File: src/rtl/tdc_scan_pkg.sv
// Shared types and width helpers for the debug scan-chain sequencer.
package tdc_scan_pkg;

    typedef enum logic [2:0] {
        ST_IDLE,
        ST_CAPTURE,
        ST_SHIFT,
        ST_UPDATE,
        ST_DONE
    } state_t;

    // Select width never collapses to zero, even for a single DR.
    function automatic int sel_width(input int num_dr);
        return (num_dr > 1) ? $clog2(num_dr) : 1;
    endfunction

    function automatic int cnt_width(input int dr_length);
        return $clog2(dr_length + 1);
    endfunction

endpackage

File: src/rtl/tdc_scan_shifter.sv
// Host-side shift pair: tx feeds the DR serial input LSB first, rx collects the
// selected DR serial output into its MSB.
module tdc_scan_shifter
    import tdc_scan_pkg::*;
#(
    parameter int DR_LENGTH = 16,
    parameter int NUM_DR    = 4,
    parameter int SEL_W     = 2
) (
    input  logic                 clk,
    input  logic                 rst,
    input  logic                 load,
    input  logic [DR_LENGTH-1:0] wdata,
    input  logic                 shift_en,
    input  logic [SEL_W-1:0]     sel,
    input  logic [NUM_DR-1:0]    serial_out,
    output logic                 tx_lsb,
    output logic [DR_LENGTH-1:0] rx
);
    logic [DR_LENGTH-1:0] tx_reg;
    logic [DR_LENGTH-1:0] rx_reg;
    logic [NUM_DR-1:0]    hit;
    logic                 serial_bit;

    generate
        for (genvar gi = 0; gi < NUM_DR; gi++) begin : g_mux
            assign hit[gi] = (sel == SEL_W'(gi)) && serial_out[gi];
        end
    endgenerate

    assign serial_bit = |hit;

    always_ff @(posedge clk) begin
        if (rst) begin
            tx_reg <= '0;
            rx_reg <= '0;
        end else if (load) begin
            tx_reg <= wdata;
        end else if (shift_en) begin
            tx_reg <= tx_reg >> 1;
            rx_reg <= {serial_bit, rx_reg[DR_LENGTH-1:1]};
        end
    end

    assign tx_lsb = tx_reg[0];
    assign rx     = rx_reg;

endmodule

File: src/rtl/tdc_scan_seq.sv
// Debug scan-chain sequencer: accepts one host access at a time and walks the
// selected data register through capture, shift and, for writes, update.
module tdc_scan_seq
    import tdc_scan_pkg::*;
#(
    parameter int  DR_LENGTH = 16,
    parameter int  NUM_DR    = 4,
    localparam int SEL_W     = sel_width(NUM_DR)
) (
    input  logic                 clk,
    input  logic                 rst,
    input  logic                 req_valid,
    output logic                 req_ready,
    input  logic                 req_write,
    input  logic [SEL_W-1:0]     req_sel,
    input  logic [DR_LENGTH-1:0] req_wdata,
    output logic                 rsp_valid,
    output logic [DR_LENGTH-1:0] rsp_rdata,
    output logic                 rsp_err,
    output logic [NUM_DR-1:0]    dr_sel,
    output logic                 dr_capture,
    output logic                 dr_shift,
    output logic                 dr_update,
    output logic                 dr_serial_in,
    input  logic [NUM_DR-1:0]    dr_serial_out
);
    localparam int               CNT_W    = cnt_width(DR_LENGTH);
    localparam logic [CNT_W-1:0] CNT_LAST = CNT_W'(DR_LENGTH - 1);

    state_t               state_reg, state_next;
    logic [CNT_W-1:0]     cnt_reg, cnt_next;
    logic [SEL_W-1:0]     sel_reg;
    logic                 write_reg;
    logic                 err_reg;
    logic [DR_LENGTH-1:0] rsp_rdata_reg;
    logic                 accept;
    logic                 sel_oob;
    logic                 dr_active;
    logic                 tx_lsb;
    logic [DR_LENGTH-1:0] rx;

    assign sel_oob   = (32'(req_sel) >= 32'(NUM_DR));
    assign accept    = req_valid && req_ready;
    assign dr_active = (state_reg == ST_CAPTURE) || (state_reg == ST_SHIFT) ||
                       (state_reg == ST_UPDATE);

    generate
        for (genvar gi = 0; gi < NUM_DR; gi++) begin : g_dr_sel
            assign dr_sel[gi] = dr_active && (sel_reg == SEL_W'(gi));
        end
    endgenerate

    tdc_scan_shifter #(
        .DR_LENGTH (DR_LENGTH),
        .NUM_DR    (NUM_DR),
        .SEL_W     (SEL_W)
    ) u_shifter (
        .clk        (clk),
        .rst        (rst),
        .load       (accept),
        .wdata      (req_wdata),
        .shift_en   (state_reg == ST_SHIFT),
        .sel        (sel_reg),
        .serial_out (dr_serial_out),
        .tx_lsb     (tx_lsb),
        .rx         (rx)
    );

    always_ff @(posedge clk) begin
        if (rst) begin
            state_reg     <= ST_IDLE;
            cnt_reg       <= '0;
            sel_reg       <= '0;
            write_reg     <= 1'b0;
            err_reg       <= 1'b0;
            rsp_rdata_reg <= '0;
        end else begin
            state_reg <= state_next;
            cnt_reg   <= cnt_next;
            if (accept) begin
                sel_reg   <= req_sel;
                write_reg <= req_write;
                err_reg   <= sel_oob;
            end
            if (state_reg == ST_DONE) begin
                rsp_rdata_reg <= rx;
            end
        end
    end

    always_comb begin
        state_next   = state_reg;
        cnt_next     = cnt_reg;
        req_ready    = 1'b0;
        rsp_valid    = 1'b0;
        rsp_err      = 1'b0;
        dr_capture   = 1'b0;
        dr_shift     = 1'b0;
        dr_update    = 1'b0;
        dr_serial_in = 1'b0;
        unique case (state_reg)
            ST_IDLE: begin
                req_ready = 1'b1;
                if (req_valid) begin
                    state_next = sel_oob ? ST_DONE : ST_CAPTURE;
                end
            end
            ST_CAPTURE: begin
                dr_capture = 1'b1;
                cnt_next   = '0;
                state_next = ST_SHIFT;
            end
            ST_SHIFT: begin
                dr_shift     = 1'b1;
                // Reads shift zeros in; the DR is never updated, so its content is preserved.
                dr_serial_in = write_reg && tx_lsb;
                if (cnt_reg == CNT_LAST) begin
                    state_next = write_reg ? ST_UPDATE : ST_DONE;
                end else begin
                    cnt_next = cnt_reg + CNT_W'(1);
                end
            end
            ST_UPDATE: begin
                dr_update  = 1'b1;
                state_next = ST_DONE;
            end
            ST_DONE: begin
                rsp_valid  = 1'b1;
                rsp_err    = err_reg;
                state_next = ST_IDLE;
            end
            default: state_next = ST_IDLE;
        endcase
    end

    // rx is live only during DONE; the held copy covers the following access.
    assign rsp_rdata = (state_reg == ST_DONE) ? rx : rsp_rdata_reg;

endmodule

File: config.mk
export PLATFORM = sky130hd
export DESIGN_NAME = tdc_scan_seq
export DESIGN_NICKNAME = d
export VERILOG_FILES = /design/src/rtl/tdc_scan_pkg.sv /design/src/rtl/tdc_scan_shifter.sv /design/src/rtl/tdc_scan_seq.sv
export SDC_FILE = /design/constraint.sdc
export NUM_CORES = 1
export LEC_CHECK = 0
export CAP_MARGIN = 40
export CORE_UTILIZATION = 40
export CTS_BUF_LIST = sky130_fd_sc_hd__clkbuf_2 sky130_fd_sc_hd__clkbuf_4 sky130_fd_sc_hd__clkbuf_8
export DETAILED_ROUTE_END_ITERATION = 8
export PLACE_DENSITY = 0.65
export SYNTH_ARGS = -nofsm -noshare
export SYNTH_HDL_FRONTEND = slang
export SYNTH_SLANG_ARGS = --single-unit
File: constraint.sdc
create_clock -name clk -period 4.9 [get_ports clk]
set_clock_uncertainty 0.1 [all_clocks]
set_input_delay 0.98 -clock clk [delete_from_list [all_inputs] [get_ports clk]]
set_output_delay 0.98 -clock clk [all_outputs]
set_load 0.005 [all_outputs]
; Word level (Yosys, flattened, before mapping)
; Index checks and enable logic that the tools add are counted.
[classes]
n_addsub = 1
eq_ne = 11
muxes = 15
bitwise = 1
n_reduce_logical = 20
[op_table]
columns = op, count
row1 = two-way mux 16 bit, 3
row2 = case mux 3 bit (4 select lines), 1
row3 = logical AND 1 bit, 10
row4 = case mux 5 bit (2 select lines), 1
row5 = two-way mux 3 bit, 3
row6 = "== test 3 x 2 -> 1 bit, second input constant", 2
row7 = two-way mux 1 bit, 6
row8 = "!= test 2 bit, second input constant", 3
row9 = AND reduction 2 bit, 3
row10 = "adder 5 x 1 -> 5 bit, second input constant", 1
row11 = "== test 5 x 4 -> 1 bit, second input constant", 1
row12 = two-way mux 5 bit, 1
row13 = "== test 2 bit, second input constant", 2
row14 = nonzero test 2 bit, 2
row15 = OR reduction 4 bit, 1
row16 = "== test 3 x 1 -> 1 bit, second input constant", 1
row17 = "== test 3 bit, second input constant", 1
row18 = logical NOT 3 bit, 1
row19 = "== test 2 x 1 -> 1 bit, second input constant", 1
row20 = logical NOT 2 bit, 1
row21 = logical OR 1 bit, 2
row22 = inverter 1 bit, 1
[totals]
ff_bits = 59
input_bits = 26
out_inout_bits = 27
elab_cells = 55

; Depth between registers and ports, before layout
; Gate-level depths: netlist of the first run.
[depth]
word_depth = 5
mapped_depth = 7
depth_no_buf = 6

; Hierarchy
; A second synthesis of the first run with hierarchy kept.
[unflattened]
cells_unflattened = 272
hier_area_um2 = 2768.9
[by_module_without_submodules]
columns = mod, n_inst, cells_each, area_per_inst_um2
row1 = tdc_scan_shifter, 1, 142, 1468.9
row2 = tdc_scan_seq, 1, 130, 1300.0

; Worst setup path before layout of the first run
; No wires, ideal clock.
[synth_timing]
path_type = register to output
start = reg state_reg[0]
end = out rsp_rdata[11]
t_arrival_ps = 1442
required_ps = 3820
path_slack_ps = 2378
stages_incl_launch_ff = 5
path_cell_list = dfxtp_1 buf_2 nor3b_2 buf_6 mux2_2
[synth_via]
elab_chain_cells = 2
[synth_rtl]
columns = item, line_no
row1 = from (decl), tdc_scan_seq.sv:30  ; state_t state_reg, state_next;
row2 = from (signal assigned), tdc_scan_seq.sv:78  ; state_reg <= state_next;
row3 = == test 3 bit, tdc_scan_seq.sv:137  ; assign rsp_rdata = (state_reg == ST_DONE) ? rx : rsp_rdata_reg;
row4 = two-way mux 16 bit, -
row5 = to (decl), tdc_scan_seq.sv:18  ; output logic [DR_LENGTH-1:0] rsp_rdata,
; No other way between the ends.

; Worst setup path after layout of the first run
[layout_timing]
start = reg state_reg[1]
end = out dr_serial_in
[layout_via]
elab_chain_cells = 2
[layout_rtl]
columns = item, line_no
row1 = == test 3 x 2 -> 1 bit, tdc_scan_seq.sv:101  ; unique case (state_reg)
row2 = two-way mux 1 bit, tdc_scan_seq.sv:101
row3 = to (decl), tdc_scan_seq.sv:24  ; output logic dr_serial_in,
; No other way between the ends.

==> run summary, run 1 <==
• 2.61 ns — arrival time reported for the critical path endpoint
• 59 — Clock Sinks
• 12.1% — layout cells sized above 1
• 598 — fill cell instance count of the final layout
• 8.85% — mux share of post-synthesis cell area
• 0.952% — adder-cell share of the synthesized area
• 40 — count of different cell masters after synthesis
• 51 — # port buffers
• yes — CTS tree
• 788 uW — internal portion of total power
• 0.00125 uW — leakage power
• 45 — pin count of the biggest net entering global routing
• 6 — worst reg2reg path depth
• 26.2% — share of total power consumed by net switching
• 0.000179 V — IR Drop Worst-Case VDD
• 0.07 ns — Clock Pin Slew Worst Setup and Hold Paths
• u_shifter.rx[0] — end point of the worst hold path
• no — setup repair after global routing missed its margin
• clkbuf_8 — clock root buffer master
• 42.1% — clock share of power
• 2 — Hold Path Cell Cnt
• 6900 um2 — Die ar.
• 9 — clock buffer count from CTS
• 2102 — vias in the first global route
• 6 — first-pass iteration count of the detailed router
• 12.9 um — post-DR wirelength/cell
• 83.1 um — width of the chip
• 0 — total count of max-transition violations in the final report
• 5490 um — total length of routed wires
• finished clean — result of the run
• 0 — maxcap violations
• primary output — kind of end point of the critical path
• 5.13 — number of vias per cell after detailed routing
• 0.34 ns — insertion delay of the later-clocked pin in the worst-skew pair
• 2.59 ns — setup slack on the worst flop-to-flop path
• 279 uW — net switching power figure
• 10.7% — Comb power frac
• reg2reg — Min-Delay Path Class
• 0 — PostCTS Resize Cnt
• 2630 um2 — post-synthesis instance area
• 27.3% — layout-stage area growth over the synthesis result
• dfxtp_1 — Post-synth top flop
• 1070 uW — final total power
• 303 — gate count of the mapped netlist
• reg2out — Setup CP Type
• 3 — Max H-tree Level
• 9580 um — wire length of the first global-routing pass
• 0 — final-report setup violation count
• 331 — Synth Net Count
• 41.4% — initial core utilization
• 3.69 ns — min Tclk post-route
• 0 — hold buffer count at cts
• 0 — synthesis warning total
• 26.4% — area share of and/or/nand/nor cells after synthesis
• 53 — number of top-level pins
• 271 MHz — Max Clk Rate
• 2175 — count of vias placed by the detailed router
• 0 — DRT antenna net count
• 319 nW/um2 — pwr dens
• 59 — register bit total from synthesis
• cnt_reg[0] — source of the worst register-to-register timing path
• 44 — maximum fanout count along the critical path
• 6350 um2 — Std-Cell Core Area
• 83.1 um — height of the die
• 0 — Final Hold Fails
• 0.787 ns — slew at the pin with the worst max-slew slack
• 0 — GRT Residual Overflow
• 44.9% — share of the yosys chip area belonging to registers
• u_shifter.rx[0] — beginning of the worst hold path
• 0 — number of enable flip-flop cells after synthesis
• 0 ns — total negative setup slack
• 13.2% — Synth Area in Compound Gates
• 52.7% — final core utilization
• 47.6% — Slew headroom
• 94 — number of DRC markers after the initial detailed-route iteration
• 0% — fraction of registers with async set or reset after synthesis
• 17.4% — overall track demand over capacity in global routing
• 0 — total setup buffers inserted after CTS
• 75.3% — Tcrit/Tclk final
• 0 — initial antenna violation count
• 3430 um — half-perimeter wire length after placement
• 0.708 — final weighted congestion in routability-driven placement
• 0 — Antenna Cells
• 3.82 ns — endpoint required time on the critical path
• register — crit start category
• 370 — number of nets at the end of the flow
• 2 — buffer depth of the longest clock path
• simple AND/OR/NAND/NOR gates — main combinational cell family by area after synthesis
• 47.3% — sequential power share
• 8.68 um2 — synthesized area per cell
• cnt_reg[3] — reg-to-reg endpoint
• 0 — total DRC errors in the routed layout
• 29 — site row count
• 0% — area share of xor/xnor cells in the synthesized design
-- critical path, stage by stage, from the launching register on --
cell,delay (ns)
dfxtp_1,0.32
buf_4,0.33
or3b_1,0.40
inv_1,0.46
and3_1,0.25
clkdlybuf4s50_1,0.51
-- layout by cell type (no fill, tap or decap), drive strengths merged, types with 12 or more instances in the layout --
cell / instances
dfxtp: 59
nand3b: 14
a21oi: 35
nand2: 50
clkdlybuf4s50: 50
nor2b: 12
a21o: 14
mux2: 16
nand3: 22
-- cells by family after synthesis --
family / count (synthesis)
adders and majority gates: 2
AOI/OAI and AO/OA: 58
other: 1
muxes: 20
buffers and inverters: 32
and+or+nand+nor: 131
DFF: 59
-- worst max-delay path by stage --
stage / start / end / slack (ns) / cells past startpoint
after global placement: state_reg[1] / dr_serial_in / 1.58 / 5
final: state_reg[1] / dr_serial_in / 1.21 / 5
after detailed placement: state_reg[1] / dr_serial_in / 1.59 / 5
after floorplan: state_reg[0] / rsp_rdata[11] / 2.38 / 4
after CTS: state_reg[1] / dr_serial_in / 1.18 / 5
after global routing: state_reg[1] / dr_serial_in / 1.0 / 5
-- final cells by class --
cell class / count / area (um2) / area share, %
Multi-Input combinational cell: 212 / 1300 / 38.9
Clock buffer: 9 / 124 / 3.70
Inverter: 5 / 18.8 / 0.561
Sequential cell: 59 / 1180 / 35.3
Tap cell: 77 / 96.3 / 2.88
Timing Repair Buffer: 55 / 548 / 16.4
Clock inverter: 7 / 76.3 / 2.28
-- per-stage QoR --
stage / worst slack [ns] / hold WS, ns / std cells / instance area [um2]
floorplan: 2.38 / 0.333 / 303 / 2630
finish: 1.21 / 0.353 / 424 / 3350
global route: 0.996 / 0.388 / 424 / 3350
CTS: 1.18 / 0.357 / 424 / 3350
detailed placement: 1.59 / 0.347 / 408 / 3150
global placement: 1.58 / 0.346 / 407 / 3130
-- power by group through the flow --
| stage | logic (uW) | registers (uW) | clock network (uW) |
|---|---|---|---|
| finish | 114 | 504 | 449 |
| global route | 127 | 507 | 482 |
| CTS | 115 | 504 | 462 |
| global placement | 111 | 515 | 0 |
| floorplan | 74.8 | 512 | 0 |
| detailed placement | 115 | 515 | 0 |
-- layer usage --
layer | wire length [um] | GRT usage [%] | up-vias | part of all wire [%]
met4 | 136 | 9.87 | 0 | 2.5
met2 | 2570 | 28.2 | 44 | 47
met5 | 0 | 0 | - | 0
li1 | - | - | 1109 | -
met1 | 2600 | 21.5 | 1010 | 47
met3 | 181 | 3.48 | 12 | 3.3
-- cells in the mapped netlist, types with 2 or more instances --
library cell / count / area, um2
a21o_1: 14 / 105
a21oi_1: 35 / 175
a31oi_1: 2 / 12.5
and2b_1: 5 / 37.5
and3_1: 4 / 25.0
buf_2: 5 / 25.0
buf_4: 3 / 22.5
clkbuf_1: 18 / 67.6
dfxtp_1: 59 / 1180
ha_1: 2 / 25.0
inv_1: 5 / 18.8
mux2_2: 16 / 180
mux2i_1: 3 / 30.0
nand2_1: 50 / 188
nand2b_1: 2 / 12.5
nand3_1: 22 / 110
nand3b_1: 14 / 105
nor2_1: 9 / 33.8
nor2b_1: 12 / 75.1
nor3b_1: 2 / 15.0
or4b_1: 2 / 20.0
(Power assumes the default switching activity.)
==> run 2: changes to the inputs <==
- clock period: 4.9 -> 3.9 ns (I/O delays scaled with it)
==> run summary, run 2 (synthesized netlist as in run 1, its figures left out) <==
• finished clean — result of the run
• 0.000302 V — IR Drop Worst-Case VDD, +69%
• 0 — maxcap violations, unchanged
• 53 — number of top-level pins, unchanged
• 2690 um — Met2 Routed Length, +5.0%
• 29 — site row count, unchanged
• 0 — Final Hold Fails, unchanged
• 0 — hold buffer count at cts, unchanged
• 48.5% — Slew headroom, +0.95 points
• 59 — Clock Sinks, unchanged
• no — setup repair after global routing missed its margin
• 3160 um2 — dpl cell area, +0.48%
• 21.7% — share of total power consumed by net switching, -4.4 points
• reg2reg — Min-Delay Path Class
• primary output — kind of end point of the critical path
• 428 nW/um2 — pwr dens, +34%
• clkbuf_8 — clock root buffer master
• 0.07 ns — Clock Pin Slew Worst Setup and Hold Paths, about the same
• 3600 um — half-perimeter wire length after placement, +4.9%
• reg2out — Setup CP Type
• 0 — total setup buffers inserted after CTS, unchanged
• 91 — number of DRC markers after the initial detailed-route iteration, -3.2%
• 6900 um2 — Die ar., unchanged
• 0.717 — final weighted congestion in routability-driven placement, +1.2%
• register — crit start category
• 0 — DRT antenna net count, unchanged
• 5.21 — number of vias per cell after detailed routing, +1.6%
• 0 — total DRC errors in the routed layout, unchanged
• 51 — # port buffers, unchanged
• 317 uW — net switching power figure, +13%
• 2114 — vias in the first global route, +0.57%
• 9.9% — Comb power frac, -0.8 points
• 608 — fill cell instance count of the final layout, +1.7%
• 3.14 ns — min Tclk post-route
• 5550 um — total length of routed wires, +1.1%
• 0.33 ns — insertion delay of the later-clocked pin in the worst-skew pair, about the same
• 2 — buffer depth of the longest clock path, unchanged
• 0 — Antenna Cells, unchanged
• 44 — pin count of the biggest net entering global routing, -2.2%
• 1460 uW — final total power, +37%
• 29.6% — layout-stage area growth over the synthesis result
• 372 — number of nets at the end of the flow, +0.54%
• 83.1 um — width of the chip, unchanged
• 0 — final-report setup violation count, unchanged
• 0 ns — total negative setup slack, unchanged
• 2.26 ns — arrival time reported for the critical path endpoint, -0.35 ns
• 13.0 um — post-DR wirelength/cell, +0.66%
• dfxtp_1 (59), nand2_1 (50), clkdlybuf4s50_1 (50) — most frequent cells in the layout
• 2530 um — routed metal-1 wirelength, -3.0%
• yes — CTS tree
• 6 — first-pass iteration count of the detailed router, unchanged
• 83.1 um — height of the die, unchanged
• 46.5% — clock share of power, +4.4 points
• 0.762 ns — final setup slack of the worst path, -0.451 ns
• 9590 um — wire length of the first global-routing pass, +0.15%
• met4 — top routing layer in use
• 3.02 ns — endpoint required time on the critical path, -0.80 ns
• 3410 um2 — Finished Cell Area, +1.8%
• 3 — Max H-tree Level, unchanged
• 0 — initial antenna violation count, unchanged
• 235 um — met3 wire length, +30%
• 6350 um2 — Std-Cell Core Area, unchanged
• 0 — GRT Residual Overflow, unchanged
• 1.07 ns — pre-CTS worst setup slack, -0.516 ns
• 12.6% — layout cells sized above 1, +0.50 points
• dfxtp_1 — most common cell after layout, fill and taps aside
• 80.5% — Tcrit/Tclk final
• 1140 uW — internal portion of total power, +45%
• 0.762 ns — slew at the pin with the worst max-slew slack, -0.0250 ns
• 0 — total count of max-transition violations in the final report, unchanged
• 0.00129 uW — leakage power, +3.2%
• 0 — PostCTS Resize Cnt, unchanged
• 43 — maximum fanout count along the critical path, -2.3%
• 319 MHz — Max Clk Rate
• 2221 — count of vias placed by the detailed router, +2.1%
• 17.3% — overall track demand over capacity in global routing, -0.080 points
• 9 — clock buffer count from CTS, unchanged
• 41.4% — initial core utilization, unchanged
• 43.6% — sequential power share, -3.7 points
-- run 2: path summary, 6_finish.rpt --
path	start	cells after the start	slack [ns]	endpoint
worst max-delay path	state_reg[1]	5	0.76	dr_shift
worst min-delay path	u_shifter.rx[0]	2	0.36	u_shifter.rx[0]
worst max register to register	cnt_reg[0]	6	1.59	cnt_reg[3]
worst min register to register	u_shifter.rx[0]	2	0.36	u_shifter.rx[0]
-- run 2: power groups by stage --
| stage | Combinational, uW | Sequential (uW) | Clock [uW] |
|---|---|---|---|
| floorplan | 94.0 | 643 | 0 |
| global placement | 142 | 648 | 0 |
| detailed placement | 146 | 648 | 0 |
| CTS | 146 | 634 | 691 |
| global route | 159 | 637 | 720 |
| finish | 145 | 635 | 678 |
-- run 2: worst max-delay path, cell delays in order (launching register included) --
cell and delay, ns:
dfxtp_1 0.34, buf_4 0.33, or3b_1 0.40, inv_1 0.08, buf_4 0.23, clkdlybuf4s50_1 0.53
-- run 2: stage by stage --
stage	util [%]	hold WS (ns)	cells
final	53.7	0.361	426
after global placement	49.5	0.343	409
after floorplan	-	0.333	303
after global routing	53.7	0.386	426
after CTS	53.7	0.364	426
after detailed placement	49.8	0.356	410
-- run 2: cell type report --
| type | instances | area (um2) | share of cell area [%] |
|---|---|---|---|
| clock inverters | 5 | 100 | 2.94 |
| clock buffers | 11 | 145 | 4.26 |
| multi-input cells | 212 | 1300 | 38.2 |
| inverters | 5 | 18.8 | 0.551 |
| repair buffers | 57 | 563 | 16.5 |
| flip-flops and latches | 59 | 1180 | 34.7 |
| well taps | 77 | 96.3 | 2.83 |
-- run 2: routing by layer --
metal | GRT usage [%] | vias up
met3 | 6.06 | 6
met1 | 21.4 | 1062
li1 | - | 1110
met4 | 6.27 | 0
met2 | 27.9 | 43
met5 | 0 | -
==> run 3: changes to the inputs <==
- PLACE_DENSITY: 0.65 -> 0.67
- clock period: 3.9 -> 2.8 ns (I/O delays scaled with it)
==> run summary, run 3 (synthesized netlist as in run 1, its figures left out) <==
• 29 — site row count, unchanged
• 0.758 — final weighted congestion in routability-driven placement, +5.7%
• yes — CTS tree
• 4 — first-pass iteration count of the detailed router, -2
• 116 — number of DRC markers after the initial detailed-route iteration, +27%
• 2670 um — Met2 Routed Length, -0.82%
• 3540 um — half-perimeter wire length after placement, -1.5%
• 48.0% — sequential power share, +4.4 points
• dfxtp_1 — most common cell after layout, fill and taps aside
• 0 — DRT antenna net count, unchanged
• 9 — clock buffer count from CTS, unchanged
• 427 — Final Non-Filler Cells, +0.23%
• 3170 um2 — dpl cell area, +0.24%
• register — crit start category
• 51 — # port buffers, unchanged
• 0.33 ns — insertion delay of the later-clocked pin in the worst-skew pair, about the same
• 373 MHz — Max Clk Rate
• dfxtp_1 (57), nand2_1 (50), clkdlybuf4s50_1 (50) — most frequent cells in the layout
• no — setup repair after global routing missed its margin
• 12.8 um — post-DR wirelength/cell, -1.9%
• 51.4% — Slew headroom, +2.9 points
• 3370 um2 — Finished Cell Area, -0.99%
• met4 — top routing layer in use
• 0 — final-report setup violation count, unchanged
• 53 — number of top-level pins, unchanged
• clkbuf_8 — clock root buffer master
• 0.07 ns — Clock Pin Slew Worst Setup and Hold Paths, about the same
• 16.5% — overall track demand over capacity in global routing, -0.82 points
• reg2out — Setup CP Type
• 1410 uW — internal portion of total power, +23%
• 0 — total count of max-transition violations in the final report, unchanged
• 0.360 ns — post-route worst hold slack, -0.000320 ns
• 0.00127 uW — leakage power, -1.5%
• 17 — maximum fanout count along the critical path, -60%
• 0 — GRT Residual Overflow, unchanged
• 0 — initial antenna violation count, unchanged
• 2206 — count of vias placed by the detailed router, -0.68%
• 1850 uW — final total power, +27%
• 83.1 um — width of the chip, unchanged
• primary output — kind of end point of the critical path
• 0.000384 V — IR Drop Worst-Case VDD, +27%
• 2011 — vias in the first global route, -4.9%
• 83.1 um — height of the die, unchanged
• 36 — pin count of the biggest net entering global routing, -18%
• 3 — Max H-tree Level, unchanged
• 0 — Antenna Cells, unchanged
• 23.8% — share of total power consumed by net switching, +2.0 points
• 5460 um — total length of routed wires, -1.6%
• 6350 um2 — Std-Cell Core Area, unchanged
• 2 — buffer depth of the longest clock path, unchanged
• 9160 um — wire length of the first global-routing pass, -4.5%
• 13.7% — layout cells sized above 1, +1.1 points
• 28.3% — layout-stage area growth over the synthesis result
• 439 uW — net switching power figure, +39%
• 59 — Clock Sinks, unchanged
• 11.0% — Comb power frac, +1.1 points
• 41.4% — initial core utilization, unchanged
• 0 — total DRC errors in the routed layout, unchanged
• 95.8% — Tcrit/Tclk final
• reg2reg — Min-Delay Path Class
• 2.14 ns — endpoint required time on the critical path, -0.88 ns
• 411 — number of cells after detailed placement, +0.24%
• 2450 um — routed metal-1 wirelength, -3.1%
• 0 — Final Hold Fails, unchanged
• 373 — number of nets at the end of the flow, +0.27%
• 41.0% — clock share of power, -5.5 points
• 0.728 ns — slew at the pin with the worst max-slew slack, -0.0334 ns
• 547 nW/um2 — pwr dens, +28%
• 6900 um2 — Die ar., unchanged
• finished clean — result of the run
• 0 ns — total negative setup slack, unchanged
• 2.68 ns — min Tclk post-route
• 2.02 ns — arrival time reported for the critical path endpoint, -0.24 ns
• 264 um — met3 wire length, +12%
• 0 — maxcap violations, unchanged
• 5.17 — number of vias per cell after detailed routing, -0.91%
## run 3: cell count changes in the layout (fill, tap and decap cells not counted), sizes merged
cell,previous run,this run
buf,7,8
bufinv,3,1
clkinv,2,3
clkinvlp,0,1
## run 3: critical path, stage by stage (launching register included)
cell             delay, ns
dfxtp_1               0.41
nor3b_2               0.24
buf_6                 0.22
mux2_2                0.36
clkdlybuf4s50_1       0.47
## run 3: power by group through the flow
stage	registers [uW]	logic [uW]	clock network, uW
global placement	904	201	0
finish	886	202	758
floorplan	896	131	0
CTS	886	204	779
global route	889	221	817
detailed placement	904	203	0
## run 3: layer usage
metal,track usage (%),up-vias
li1,-,1115
met1,19.9,1027
met2,27.3,56
met3,5.17,8
met4,6.43,0
met5,0,-
## run 3: layout make-up
class	instances	area [um2]
clock inverters	5	52.6
clock buffers	11	145
multi-input cells	212	1300
well taps	77	96.3
flip-flops and latches	59	1180
inverters	5	18.8
repair buffers	58	574
fillers	579	2980
## run 3: worst paths after layout
kind / from / endpoint / slack [ns] / cells after the start
worst max-delay path: state_reg[0] / rsp_rdata[5] / 0.12 / 4
worst min-delay path: u_shifter.rx[12] / u_shifter.rx[11] / 0.36 / 2
worst max register to register: cnt_reg[0] / cnt_reg[3] / 0.53 / 6
worst min register to register: u_shifter.rx[12] / u_shifter.rx[11] / 0.36 / 2
## run 3: through the flow
step | utilization [%] | worst slack, ns
6_report | 53.1 | 0.118
5_1_grt | 53.1 | 0.00627
4_1_cts | 53.1 | 0.0526
3_5_place_dp | 49.9 | 0.325
3_3_place_gp | 49.9 | 0.324
2_1_floorplan | - | 0.656
## run 3: what timing repair did
item | CTS | global route
endpoints found under the setup margin | 17 | 16
buffers inserted | 0 | 0
resized for setup | 2 | 2
hold buffers | 0 | 0
